[src/rtl/axis_sample_packer_if.sv]
// axis_sample_packer_if: AXI4-Stream word channel between the packer and the DMA.
interface axis_sample_packer_if #(parameter int W = 32);
    logic [W-1:0] tdata;
    logic         tvalid;
    logic         tready;
    logic         tlast;
    modport master (output tdata, tvalid, tlast, input tready);
    modport slave (input tdata, tvalid, tlast, output tready);
endinterface

[src/rtl/axis_sample_packer.sv]
// axis_sample_packer: packs sample pairs into words, buffers them in a FIFO, emits AXIS packets.
module axis_sample_packer #(
    parameter int DATA_WIDTH = 16,
    parameter int FIFO_AW    = 4
) (
    input  logic                  clk,
    input  logic                  rst,
    input  logic                  enable,
    input  logic [15:0]           pkt_len,
    input  logic                  in_data_valid,
    input  logic [DATA_WIDTH-1:0] in_data,
    axis_sample_packer_if.master  m_axis,
    output logic                  overflow,
    input  logic                  clear_overflow,
    output logic [FIFO_AW:0]      fifo_level
);
    localparam int DEPTH = 2 ** FIFO_AW;
    localparam int WW    = 2 * DATA_WIDTH;
    typedef enum logic [1:0] {IDLE, RUN, FLUSH} state_t;
    state_t state;
    logic                  phase, pend_vld;
    logic [DATA_WIDTH-1:0] lo;
    logic [WW-1:0]         pend_data;
    logic [15:0]           cnt, len_r, len_eff, cur_len;
    logic [WW:0]           mem [DEPTH];
    logic [FIFO_AW:0]      wp, rp, wp_nx, rp_nx;
    logic                  full, acc, wr_ok, wr_last, rd, pkt_start;
    always_comb begin
        len_eff   = pkt_len == 16'd0 ? 16'd1 : pkt_len;
        pkt_start = state == RUN && cnt == 16'd0;
        // a length change landing on a packet's first write must govern that write's tlast
        cur_len   = pkt_start ? len_eff : len_r;
        full      = wp[FIFO_AW] != rp[FIFO_AW] && wp[FIFO_AW-1:0] == rp[FIFO_AW-1:0];
        acc       = state != IDLE && in_data_valid;
        wr_ok     = pend_vld && !full;
        wr_last   = cnt == cur_len - 16'd1;
        rd        = m_axis.tvalid && m_axis.tready;
        wp_nx     = wp + {{FIFO_AW{1'b0}}, wr_ok};
        rp_nx     = rp + {{FIFO_AW{1'b0}}, rd};
    end
    always_ff @(posedge clk) begin
        if (!rst) begin
            state         <= IDLE;
            phase         <= 1'b0;
            pend_vld      <= 1'b0;
            lo            <= '0;
            pend_data     <= '0;
            cnt           <= '0;
            len_r         <= 16'd1;
            wp            <= '0;
            rp            <= '0;
            fifo_level    <= '0;
            overflow      <= 1'b0;
            m_axis.tvalid <= 1'b0;
            m_axis.tlast  <= 1'b0;
            m_axis.tdata  <= '0;
        end else begin
            state <= state == IDLE ? (enable ? RUN : IDLE) :
                     state == RUN  ? (enable ? RUN : FLUSH) :
                     enable ? RUN :
                     (wr_ok && wr_last) || (cnt == 16'd0 && !phase && !pend_vld) ? IDLE : FLUSH;
            phase    <= state == IDLE ? 1'b0 : acc ? !phase : phase;
            pend_vld <= acc && phase;
            if (acc && !phase) lo <= in_data;
            if (acc && phase) pend_data <= {in_data, lo};
            if ((state == IDLE && enable) || pkt_start) len_r <= len_eff;
            if (wr_ok) begin
                mem[wp[FIFO_AW-1:0]] <= {wr_last, pend_data};
                cnt <= wr_last ? 16'd0 : cnt + 16'd1;
            end
            wp         <= wp_nx;
            rp         <= rp_nx;
            fifo_level <= wp_nx - rp_nx;
            overflow   <= (pend_vld && full) || (overflow && !clear_overflow);
            // output stage only sees words committed on earlier edges, so a slot is never read as it is written
            m_axis.tvalid                <= (wp - rp_nx) != '0;
            {m_axis.tlast, m_axis.tdata} <= mem[rp_nx[FIFO_AW-1:0]];
        end
    end
endmodule

[src/flat_wrapper.sv]
// flat-port wrapper written by rule: the top's interface ports become plain ports
module axis_sample_packer_flat 
#(
    parameter int DATA_WIDTH = 16,
    parameter int FIFO_AW    = 4
)
  (clk, rst, enable, pkt_len, in_data_valid, in_data, overflow, clear_overflow, fifo_level, m_axis_tdata, m_axis_tvalid, m_axis_tlast, m_axis_tready);
  axis_sample_packer_if #(.W(32)) m_axis_i ();
  input  logic clk;
  input  logic rst;
  input  logic enable;
  input  logic [15:0] pkt_len;
  input  logic in_data_valid;
  input  logic [DATA_WIDTH-1:0] in_data;
  output logic overflow;
  input  logic clear_overflow;
  output logic [FIFO_AW:0] fifo_level;
  output wire logic [$bits(m_axis_i.tdata)-1:0] m_axis_tdata;
  output wire logic [$bits(m_axis_i.tvalid)-1:0] m_axis_tvalid;
  output wire logic [$bits(m_axis_i.tlast)-1:0] m_axis_tlast;
  input wire logic [$bits(m_axis_i.tready)-1:0] m_axis_tready;
  assign m_axis_tdata = m_axis_i.tdata;
  assign m_axis_tvalid = m_axis_i.tvalid;
  assign m_axis_tlast = m_axis_i.tlast;
  assign m_axis_i.tready = m_axis_tready;
  axis_sample_packer #(.DATA_WIDTH(DATA_WIDTH), .FIFO_AW(FIFO_AW)) u_core (.clk(clk), .rst(rst), .enable(enable), .pkt_len(pkt_len), .in_data_valid(in_data_valid), .in_data(in_data), .m_axis(m_axis_i), .overflow(overflow), .clear_overflow(clear_overflow), .fifo_level(fifo_level));
endmodule
[config.mk]
export PLATFORM = sky130hd
export DESIGN_NAME = axis_sample_packer_flat
export DESIGN_NICKNAME = d
export VERILOG_FILES = /design/src/rtl/axis_sample_packer_if.sv /design/src/rtl/axis_sample_packer.sv /design/src/flat_wrapper.sv
export SDC_FILE = /design/constraint.sdc
export NUM_CORES = 1
export LEC_CHECK = 0
export CAP_MARGIN = 20
export CORE_ASPECT_RATIO = 2
export CORE_MARGIN = 2
export CORE_UTILIZATION = 61
export CTS_CLUSTER_DIAMETER = 120
export DETAILED_ROUTE_END_ITERATION = 10
export GPL_TIMING_DRIVEN = 0
export PLACE_DENSITY = 0.79
export SLEW_MARGIN = 20
export SYNTH_ARGS = -nofsm -noshare
export SYNTH_HDL_FRONTEND = slang
export SYNTH_SLANG_ARGS = --single-unit
[constraint.sdc]
create_clock -name clk -period 12.7 [get_ports clk]
set_clock_uncertainty 0.15 [all_clocks]
set_input_delay 2.54 -clock clk [delete_from_list [all_inputs] [get_ports clk]]
set_output_delay 2.54 -clock clk [all_outputs]
set_load 0.02 [all_outputs]
==> results of run 1 <==
worst max-delay path by stage:
stage,cells after the start,from,to,slack (ns)
final,15,pkt_len[4],u_core.mem[11][32]$_DFFE_PP_,4.76
after global routing,15,pkt_len[4],u_core.mem[13][32]$_DFFE_PP_,4.64
after CTS,15,pkt_len[4],u_core.mem[11][32]$_DFFE_PP_,5.12
after detailed placement,15,pkt_len[4],u_core.mem[13][32]$_DFFE_PP_,4.56
after global placement,14,pkt_len[4],u_core.mem[12][32]$_DFFE_PP_,2.52
after floorplan,11,pkt_len[5],u_core.mem[0][32]$_DFFE_PP_,5.43
cell families after synthesis:
logic type / after synthesis / share of synthesized area (%)
buffers and inverters: 94 / 1.43
multiplexers: 188 / 15.1
AO/OA/AOI/OAI: 135 / 3.72
adder cells (fa/ha/maj): 16 / 0.791
XOR/XNOR: 44 / 1.47
flip-flops: 662 / 70.6
AND/OR/NAND/NOR: 345 / 6.89
stage by stage:
step	instances	instance area, sq um	utilization (%)	setup slack (ns)	hold WS (ns)
after global routing	2231	30200	71.0	4.64	0.334
after global placement	2106	27700	65.1	2.52	0.304
after floorplan	1484	26300	-	5.43	0.291
after detailed placement	2134	28500	67.0	4.56	0.308
final	2231	30200	71.0	4.76	0.311
after CTS	2231	30200	71.0	5.12	0.309
routing by layer:
metal / part of all wire [%] / global-route usage, %
met1: 33 / 35.6
met2: 54 / 54.8
met3: 7.2 / 4.28
met4: 6.4 / 17.6
met5: 0 / 0
flip-flops by register name, indices dropped and copies added (netlist names):
name and count:
u_core.pend_data 32, u_core.fifo_level 5, u_core.mem 528, u_core.cnt 16
u_core.rp 5, u_core.state 2, u_core.len_r 16, u_core.overflow 1
u_core.m_axis.tdata 32, u_core.pend_vld 1, u_core.m_axis.tvalid 1, u_core.m_axis.tlast 1
u_core.phase 1, u_core.wp 5, u_core.lo 16
layout make-up:
| type | count | area (sq um) | share of cell area, % |
|---|---|---|---|
| plain buffers | 77 | 327 | 1.08 |
| clock buffers | 71 | 1490 | 4.91 |
| clock inverters | 26 | 225 | 0.745 |
| inverters | 17 | 63.8 | 0.211 |
| multi-input cells | 728 | 7480 | 24.7 |
| flip-flops and latches | 662 | 18500 | 61.3 |
| well taps | 545 | 682 | 2.25 |
| repair buffers | 105 | 1440 | 4.77 |
critical path: cells and delay by family:
family | cells | cell delay [ns]
buf+inv | 3 | 1.18
xor+xnor | 1 | 0.20
compound gates | 3 | 1.65
fa+ha+maj | 1 | 0.22
simple gates | 6 | 2.17
mux | 1 | 0.23
placed cells by master (no fill, tap or decap), types with 5 or more instances in the layout:
cell / n
a21boi_0: 48
clkbuf_8: 7
o211ai_1: 6
and3_1: 6
clkinv_2: 6
a21oi_2: 10
o21ai_0: 15
clkbuf_2: 7
nor2b_1: 26
mux2i_1: 21
clkbuf_16: 54
clkbuf_1: 67
dfxtp_1: 134
and4_1: 5
inv_1: 17
clkinv_1: 6
nor2_4: 16
clkdlybuf4s50_1: 77
and2_1: 48
clkinvlp_4: 5
a21o_1: 5
a21oi_1: 14
or4_1: 6
nor2_1: 22
buf_16: 18
nand2b_1: 8
buf_2: 6
nand3_1: 32
mux4_2: 166
nand4_1: 8
ha_1: 15
nand2_1: 123
nor3_1: 11
nor4_1: 7
xor2_1: 11
buf_12: 8
xnor2_1: 31
edfxtp_1: 528
where the power goes:
part,internal (mW),total [mW],switching (mW)
sequential,2.34,2.36,0.0191
combinational,0.343,0.715,0.371
clock,0.885,1.63,0.749
==> reports/qor.yml, run 1 <==
n_fill_cell: 2574
synth_ff_type: "edfxtp_1"
yosysTopAreaCell: "edfxtp_1"
crit_required_ns: 12.96
drv_slew: 0
die_w_um: 151
core_area_sq_um: 42600
cts-root-buf: "clkbuf_16"
ios: 78
num_vias: 14800
synth_common_cells: "edfxtp_1 (528), mux4_2 (166), dfxtp_1 (134)"
min_period_ns: 7.94
synth_largest_type_area_fraction_pct: 60.4
syn_inst: 1484
grt_pass1_vias: 15300
grt_antenna_before_repair: 0
cts_resized: 0
tightest_slew_ns: 1.13
cts_tree: "done"
die_area_sq_um: 44800
cts_hold_buffers: 0
synth.area.top_cells: "edfxtp_1 (60%), mux4_2 (14%), dfxtp_1 (10%)"
track_usage_pct: 31.0
hold_viol: 0
postSynth.asyncResetShare_pct: 0
yosys_warnings: 0
status: "finished clean"
layout.nets: 1697
ys_seq_area_share_pct: 70.6
postCtsSetupBuffers: 0
grt_pass1_wl_mm: 98.6
ys_seq_elements: 662
r2r_start: "u_core.cnt[0]$_SDFFE_PN0P_"
timing.rr.end: "u_core.mem[11][32]$_DFFE_PP_"
fin_crit_sh_pct: 62.5
worstPathCellList: "clkdlybuf4s50_1 -> nor4_1 -> nand3_1 -> o31ai_1 -> mux2i_1 -> ha_1 -> clkbuf_1 -> nor3b_1 -> xnor2_1 -> nand3_1 -> nand3_1 -> nand4_1 -> a2111o_1 -> a2111oi_2 -> buf_2"
vias_per_cell: 6.65
hold_class: "register to register"
synth.avg_cell_area_sq_um: 17.7
cp_slowest_cell: "nor4_1"
finalWirelength_mm: 67.8
ant_nets: 0
drt-initial-drc-count: 1696
place.gp.congestion: 0.936
drive_above_1_share_pct: 19.6
firstDrtPassIters: 7
avgRoutedWirePerCell_um: 30.4
cts.sinks: 662
max_stage_delay_ns: 1.00
cts_max_path_buffers: 3
drv_cap: 0
hold_path_startpoint: "u_core.lo[5]$_SDFFE_PN0P_"
min_to: "u_core.pend_data[5]$_SDFFE_PN0P_"
areaGrowthSynthToFinish_pct: 15.2
path_max_fanout: 11
maxSlewHeadroom_pct: 24.0
start_kind: "primary input"
diodes: 0
cp_data_arrival_time_ns: 8.21
max_clock_freq_ghz: 0.126
grt_max_degree: 18
dp_hpwl_mm: 44.5
path_clk_slew_ns: 0.07
clk_latency_ns: 0.59
die_y_um: 297
worstRegToRegCells: 16
start_util_pct: 61.7
regToRegSetupSlack_ns: 6.76
rows: 107
yosysMostFrequentCell: "edfxtp_1"
power_mw: 4.71
cts_buffers: 52
synth_edf_count: 528
critPathKind: "primary input to register"
ys_types: 64
grt.overflow.total: 0
drc_errors: 0
syn-cell-area_sq_um: 26300
peakVddDrop_mv: 0.149
htreeDepth: 2
syn_nets: 1538
portBuffers: 77
cp_common_cell: "nand3_1"
worstHoldPathCells: 2
powerDensity_nw_per_um2: 156
setup_tns_ns: 0
rsz0062_at_grt: "false"
end_kind: "register"
finalSetupViolCount: 0
p_leak_nw: 9.51
(Power assumes the default switching activity.)
==> run 2: changes to the inputs <==
--- a/config.mk
+++ b/config.mk
@@ -8,11 +8,11 @@
 export CAP_MARGIN = 20
 export CORE_ASPECT_RATIO = 2
 export CORE_MARGIN = 2
-export CORE_UTILIZATION = 61
+export CORE_UTILIZATION = 55
 export CTS_CLUSTER_DIAMETER = 120
 export DETAILED_ROUTE_END_ITERATION = 10
 export GPL_TIMING_DRIVEN = 0
-export PLACE_DENSITY = 0.79
+export PLACE_DENSITY = 0.75
 export SLEW_MARGIN = 20
 export SYNTH_ARGS = -nofsm -noshare
 export SYNTH_HDL_FRONTEND = slang
==> constraint.sdc (replaced) <==
create_clock -name clk -period 6.4 [get_ports clk]
set_clock_uncertainty 0.15 [all_clocks]
set_input_delay 1.28 -clock clk [delete_from_list [all_inputs] [get_ports clk]]
set_output_delay 1.28 -clock clk [all_outputs]
set_load 0.02 [all_outputs]
==> run 2 against run 1 <==
  * The run now ends with DRC left
  * Utilization decreased by 7.2 points
  * Worst setup slack got worse by 4.3 ns
  * Sequential share of layout area about the same
  * Worst hold slack improved by 0.0076 ns
  * Global-route usage decreased by 3.7 points
  * Sequential power increased by 99%
  * Non-clock buffer count decreased by 7
  * Clock-buffer cell count unchanged
  * Die area increased by 11%
  * Clock power increased by 110%
  * Sequential cell count unchanged
==> reports/qor.yml, run 2 (synthesized netlist as in run 1, its figures left out) <==
worstPathCellList: "clkdlybuf4s50_1 -> nor4_2 -> nand3_1 -> o31ai_1 -> mux2i_1 -> ha_1 -> clkbuf_1 -> nor3b_1 -> xnor2_1 -> nand3_1 -> nand3_1 -> nand4_1 -> a2111o_1 -> a2111oi_2 -> buf_2"
hold_ws_ns: 0.318
cts_max_path_buffers: 3
final_common_cell: "edfxtp_1"
grt_antenna_before_repair: 0
hold_viol: 0
peakVddDrop_mv: 0.247
fin_crit_sh_pct: 92.6
crit_required_ns: 6.68
min_period_ns: 5.93
ant_nets: 0
max_stage_delay_ns: 0.91
start_util_pct: 55.4
worstRegToRegCells: 16
violations: "DRC"
firstDrtPassIters: 8
cts_buffers: 53
maxSlewHeadroom_pct: 26.4
finalSetupViolCount: 0
portBuffers: 77
layout.nets: 1691
drive_above_1_share_pct: 19.9
tightest_slew_ns: 1.10
ios: 78
cp_data_arrival_time_ns: 6.20
largest_register_ffs: 528
core_area_sq_um: 47400
grt_pass1_vias: 15100
max_clock_freq_ghz: 0.169
status: "finished, violations left"
path_max_fanout: 10
htreeDepth: 2
worstHoldPathCells: 2
seq_area_sq_um: 18500
hold_class: "register to register"
path_clk_slew_ns: 0.07
die_w_um: 158
grt_max_degree: 19
rsz0062_at_grt: "false"
cp_common_cell: "nand3_1"
drc_errors: 1
die_area_sq_um: 49600
diodes: 0
track_usage_pct: 27.3
powerDensity_nw_per_um2: 313
finalWirelength_mm: 65.8
start_kind: "primary input"
drv_cap: 0
grt_pass1_wl_mm: 96.2
cts_tree: "done"
critPathKind: "primary input to register"
n_fill_cell: 3237
cp_slowest_cell: "a2111oi_2"
cts-root-buf: "clkbuf_16"
setup_tns_ns: 0
cts.sinks: 662
drt-initial-drc-count: 1253
cts_hold_buffers: 0
dp_hpwl_mm: 42.9
multi_input_area_sq_um: 7490
end_kind: "register"
place.gp.congestion: 0.944
clk_latency_ns: 0.60
vias_per_cell: 6.18
drv_slew: 0
p_leak_nw: 9.49
rows: 113
postCtsSetupBuffers: 0
num_vias: 14300
areaGrowthSynthToFinish_pct: 15.1
grt.overflow.total: 0
layout_common_cells: "edfxtp_1 (528), mux4_2 (166), dfxtp_1 (134), nand2_1 (123), clkdlybuf4s50_1 (77)"
avgRoutedWirePerCell_um: 28.5
fin_util_pct: 63.8
die_y_um: 313
-- run 2: worst max-delay path, delay by kind of cell --
kind	cells	cell delay, ns
AOI/OAI and AO/OA	3	1.63
xor gates and xnor gates	1	0.17
adders and majority gates	1	0.21
buffers and inverters	3	1.17
muxes	1	0.18
and+or+nand+nor	6	1.56
-- run 2: final timing paths --
path	start	to	slack (ns)
worst max-delay path	pkt_len[4]	u_core.mem[15][32]$_DFFE_PP_	0.47
worst min-delay path	u_core.lo[15]$_SDFFE_PN0P_	u_core.pend_data[15]$_SDFFE_PN0P_	0.32
worst max register to register	u_core.cnt[0]$_SDFFE_PN0P_	u_core.mem[15][32]$_DFFE_PP_	0.49
worst min register to register	u_core.lo[15]$_SDFFE_PN0P_	u_core.pend_data[15]$_SDFFE_PN0P_	0.32
-- run 2: repair_timing --
action	4_1_cts	5_1_grt
setup endpoints to repair	0	10
gates resized for setup	0	1
hold endpoints to repair	0	0
-- run 2: where the power goes --
part	internal (mW)	leakage, nW	switching, mW
combinational	0.680	2.71	0.717
sequential	4.65	5.88	0.0380
clock	1.87	0.900	1.51
-- run 2: routing by layer --
metal	track usage [%]	share of wire, %	vias to the layer above
met5	0	0	-
met2	48.6	54	632
met1	31.4	34	7339
met3	3.98	6.0	195
met4	14.9	6.1	0
li1	-	-	6128
-- run 2: per-stage QoR --
| stage | instances | area (sq um) | total power, mW | setup WS, ns |
|---|---|---|---|---|
| 2_1_floorplan | 1484 | 26300 | 5.72 | 0.388 |
| 3_3_place_gp | 2193 | 27800 | 6.17 | -2.45 |
| 3_5_place_dp | 2214 | 28400 | 6.19 | -0.400 |
| 4_1_cts | 2313 | 30200 | 9.53 | 0.206 |
| 5_1_grt | 2313 | 30200 | 9.73 | 0.184 |
| 6_report | 2313 | 30200 | 9.46 | 0.473 |
-- run 2: area by class of cell --
| cell class | count | share of cell area [%] |
|---|---|---|
| buffer | 77 | 1.08 |
| sequential | 662 | 61.3 |
| inverter | 17 | 0.211 |
| tap | 632 | 2.62 |
| clock buffer | 71 | 5.12 |
| clock inverter | 28 | 0.873 |
| timing repair buffer | 98 | 3.99 |
| multi-input combinational | 728 | 24.8 |
==> run 3: changes to the inputs <==
--- a/config.mk
+++ b/config.mk
@@ -13,6 +13,7 @@
 export DETAILED_ROUTE_END_ITERATION = 10
 export GPL_TIMING_DRIVEN = 0
 export PLACE_DENSITY = 0.75
+export SETUP_SLACK_MARGIN = 0.05
 export SLEW_MARGIN = 20
 export SYNTH_ARGS = -nofsm -noshare
 export SYNTH_HDL_FRONTEND = slang
==> constraint.sdc (replaced) <==
create_clock -name clk -period 5 [get_ports clk]
set_clock_uncertainty 0.15 [all_clocks]
set_input_delay 1 -clock clk [delete_from_list [all_inputs] [get_ports clk]]
set_output_delay 1 -clock clk [all_outputs]
set_load 0.02 [all_outputs]
==> run 3 against run 2 <==
  * Sequential cell count is the same
  * The run now ends clean
  * Global-route usage grew 0.54 points
  * Highest routed layer unchanged
  * First-iteration DRC count up 18%
==> reports/qor.yml, run 3 (synthesized netlist as in run 1, its figures left out) <==
htreeDepth: 2
drv_slew: 0
dpl_cell_area_sq_um: 28600
areaGrowthSynthToFinish_pct: 16.2
drv_cap: 0
critPathKind: "primary input to register"
vias_per_cell: 6.29
portBuffers: 77
track_usage_pct: 27.9
cp_data_arrival_time_ns: 5.13
n_fill_cell: 3179
die_w_um: 158
grt_max_degree: 19
firstDrtPassIters: 7
grt.overflow.total: 0
drc_errors: 0
layout.nets: 1702
max_stage_delay_ns: 0.58
max_clock_freq_ghz: 0.207
finalSetupViolCount: 0
core_area_sq_um: 47400
cp_slowest_cell: "clkdlybuf4s50_1"
hold_class: "register to register"
final_common_cell: "edfxtp_1"
cts_buffers: 53
ios: 78
die_area_sq_um: 49600
cts.sinks: 662
path_clk_slew_ns: 0.07
drive_above_1_share_pct: 20.3
peakVddDrop_mv: 0.326
drt-initial-drc-count: 1477
grt_antenna_before_repair: 1
timing.rr.end: "u_core.cnt[8]$_SDFFE_PN0P_"
die_y_um: 313
crit_required_ns: 5.30
crit_buf_inv: 3
place.gp.congestion: 0.930
status: "finished clean"
crit_start: "pkt_len[8]"
finalWirelength_mm: 67.5
powerDensity_nw_per_um2: 395
cts_tree: "done"
critical_path.endpoint: "u_core.cnt[8]$_SDFFE_PN0P_"
worstRegToRegCells: 19
power_mw: 12.0
hold_path_startpoint: "u_core.lo[4]$_SDFFE_PN0P_"
end_kind: "register"
path_max_fanout: 10
cts-root-buf: "clkbuf_16"
maxSlewHeadroom_pct: 27.7
dp_hpwl_mm: 44.8
r2r_start: "u_core.cnt[0]$_SDFFE_PN0P_"
start_kind: "primary input"
path_depth: 16
diodes: 0
min_period_ns: 4.83
num_vias: 14600
rows: 113
clk_latency_ns: 0.60
regToRegSetupSlack_ns: 0.27
start_util_pct: 55.4
tightest_slew_ns: 1.08
worstPathCellList: "clkdlybuf4s50_1 -> nor4_1 -> nand3_1 -> o31ai_1 -> mux2i_1 -> ha_2 -> nor4b_2 -> nand4_1 -> xnor2_1 -> or3_1 -> a21bo_2 -> a2111oi_0 -> and4_1 -> buf_4 -> buf_6 -> a21oi_2"
cts_max_path_buffers: 3
layout_common_cells: "edfxtp_1 (528), mux4_2 (166), dfxtp_1 (134), nand2_1 (123), clkdlybuf4s50_1 (77)"
cp_top_family: "simple AND/OR/NAND/NOR gates"
ant_nets: 0
largest_register_ffs: 528
stdcell_area_sq_um: 30500
hold_viol: 0
avgRoutedWirePerCell_um: 29.0
fin_crit_sh_pct: 96.7
p_leak_nw: 9.59
rsz0062_at_grt: "true"
grt_pass1_vias: 15100
grt_pass1_wl_mm: 97.2
[run 3: what timing repair did]
action,CTS,global route
resized for setup,8,17
setup endpoints to repair,37,64
pin swaps,2,2
hold buffers,0,0
setup buffers,3,4
[run 3: area by class of cell]
class	instances	area, sq um	area share [%]
Tap cell	632	791	2.59
Buffer	76	339	1.11
Sequential cell	662	18500	60.8
Clock buffer	66	1440	4.71
Multi-Input combinational cell	728	7540	24.7
Clock inverter	34	302	0.988
Inverter	17	63.8	0.209
Timing Repair Buffer	110	1500	4.90
[run 3: power by group]
| part | internal [mW] | switching [mW] | leakage (nW) | total (mW) |
|---|---|---|---|---|
| clock network | 2.31 | 1.91 | 0.852 | 4.21 |
| registers | 5.95 | 0.0486 | 5.88 | 6.00 |
| logic | 0.882 | 0.945 | 2.86 | 1.83 |
| total | 9.14 | 2.90 | 9.59 | 12.0 |
[run 3: worst reg2reg max path: cells and delay by family (launching register included)]
family          cells  cell delay [ns]
compound gates      3             0.61
xor+xnor            1             0.21
fa+ha+maj           2             0.51
buf+inv             5             0.92
flops               1             0.35
mux                 1             0.22
simple gates        7             1.62
[run 3: metal layers]
metal	global-route usage [%]	wire length, um
met1	30.9	22500
met2	50.7	37200
met3	3.84	3710
met4	15.6	4100
met5	0	0
[run 3: how the worst min path moves through the flow]
stage | endpoint | slack [ns] | depth (start not counted)
3_5_place_dp | u_core.pend_data[1]$_SDFFE_PN0P_ | 0.31 | 2
5_1_grt | u_core.pend_data[11]$_SDFFE_PN0P_ | 0.35 | 2
3_3_place_gp | u_core.pend_data[2]$_SDFFE_PN0P_ | 0.31 | 2
6_report | u_core.pend_data[4]$_SDFFE_PN0P_ | 0.32 | 2
2_1_floorplan | u_core.pend_data[0]$_SDFFE_PN0P_ | 0.29 | 2
4_1_cts | u_core.pend_data[4]$_SDFFE_PN0P_ | 0.31 | 2
[run 3: per-stage QoR]
stage	setup TNS (ns)	cells	hold slack [ns]	worst slack (ns)	utilization [%]
floorplan	0	1484	0.291	0.209	-
global placement	-673.87	2193	0.308	-1.82	58.7
detailed placement	-57.98	2219	0.308	-1.41	60.5
CTS	0	2321	0.311	0.00764	64.3
global route	0	2325	0.351	0.0470	64.4
finish	0	2325	0.316	0.167	64.4
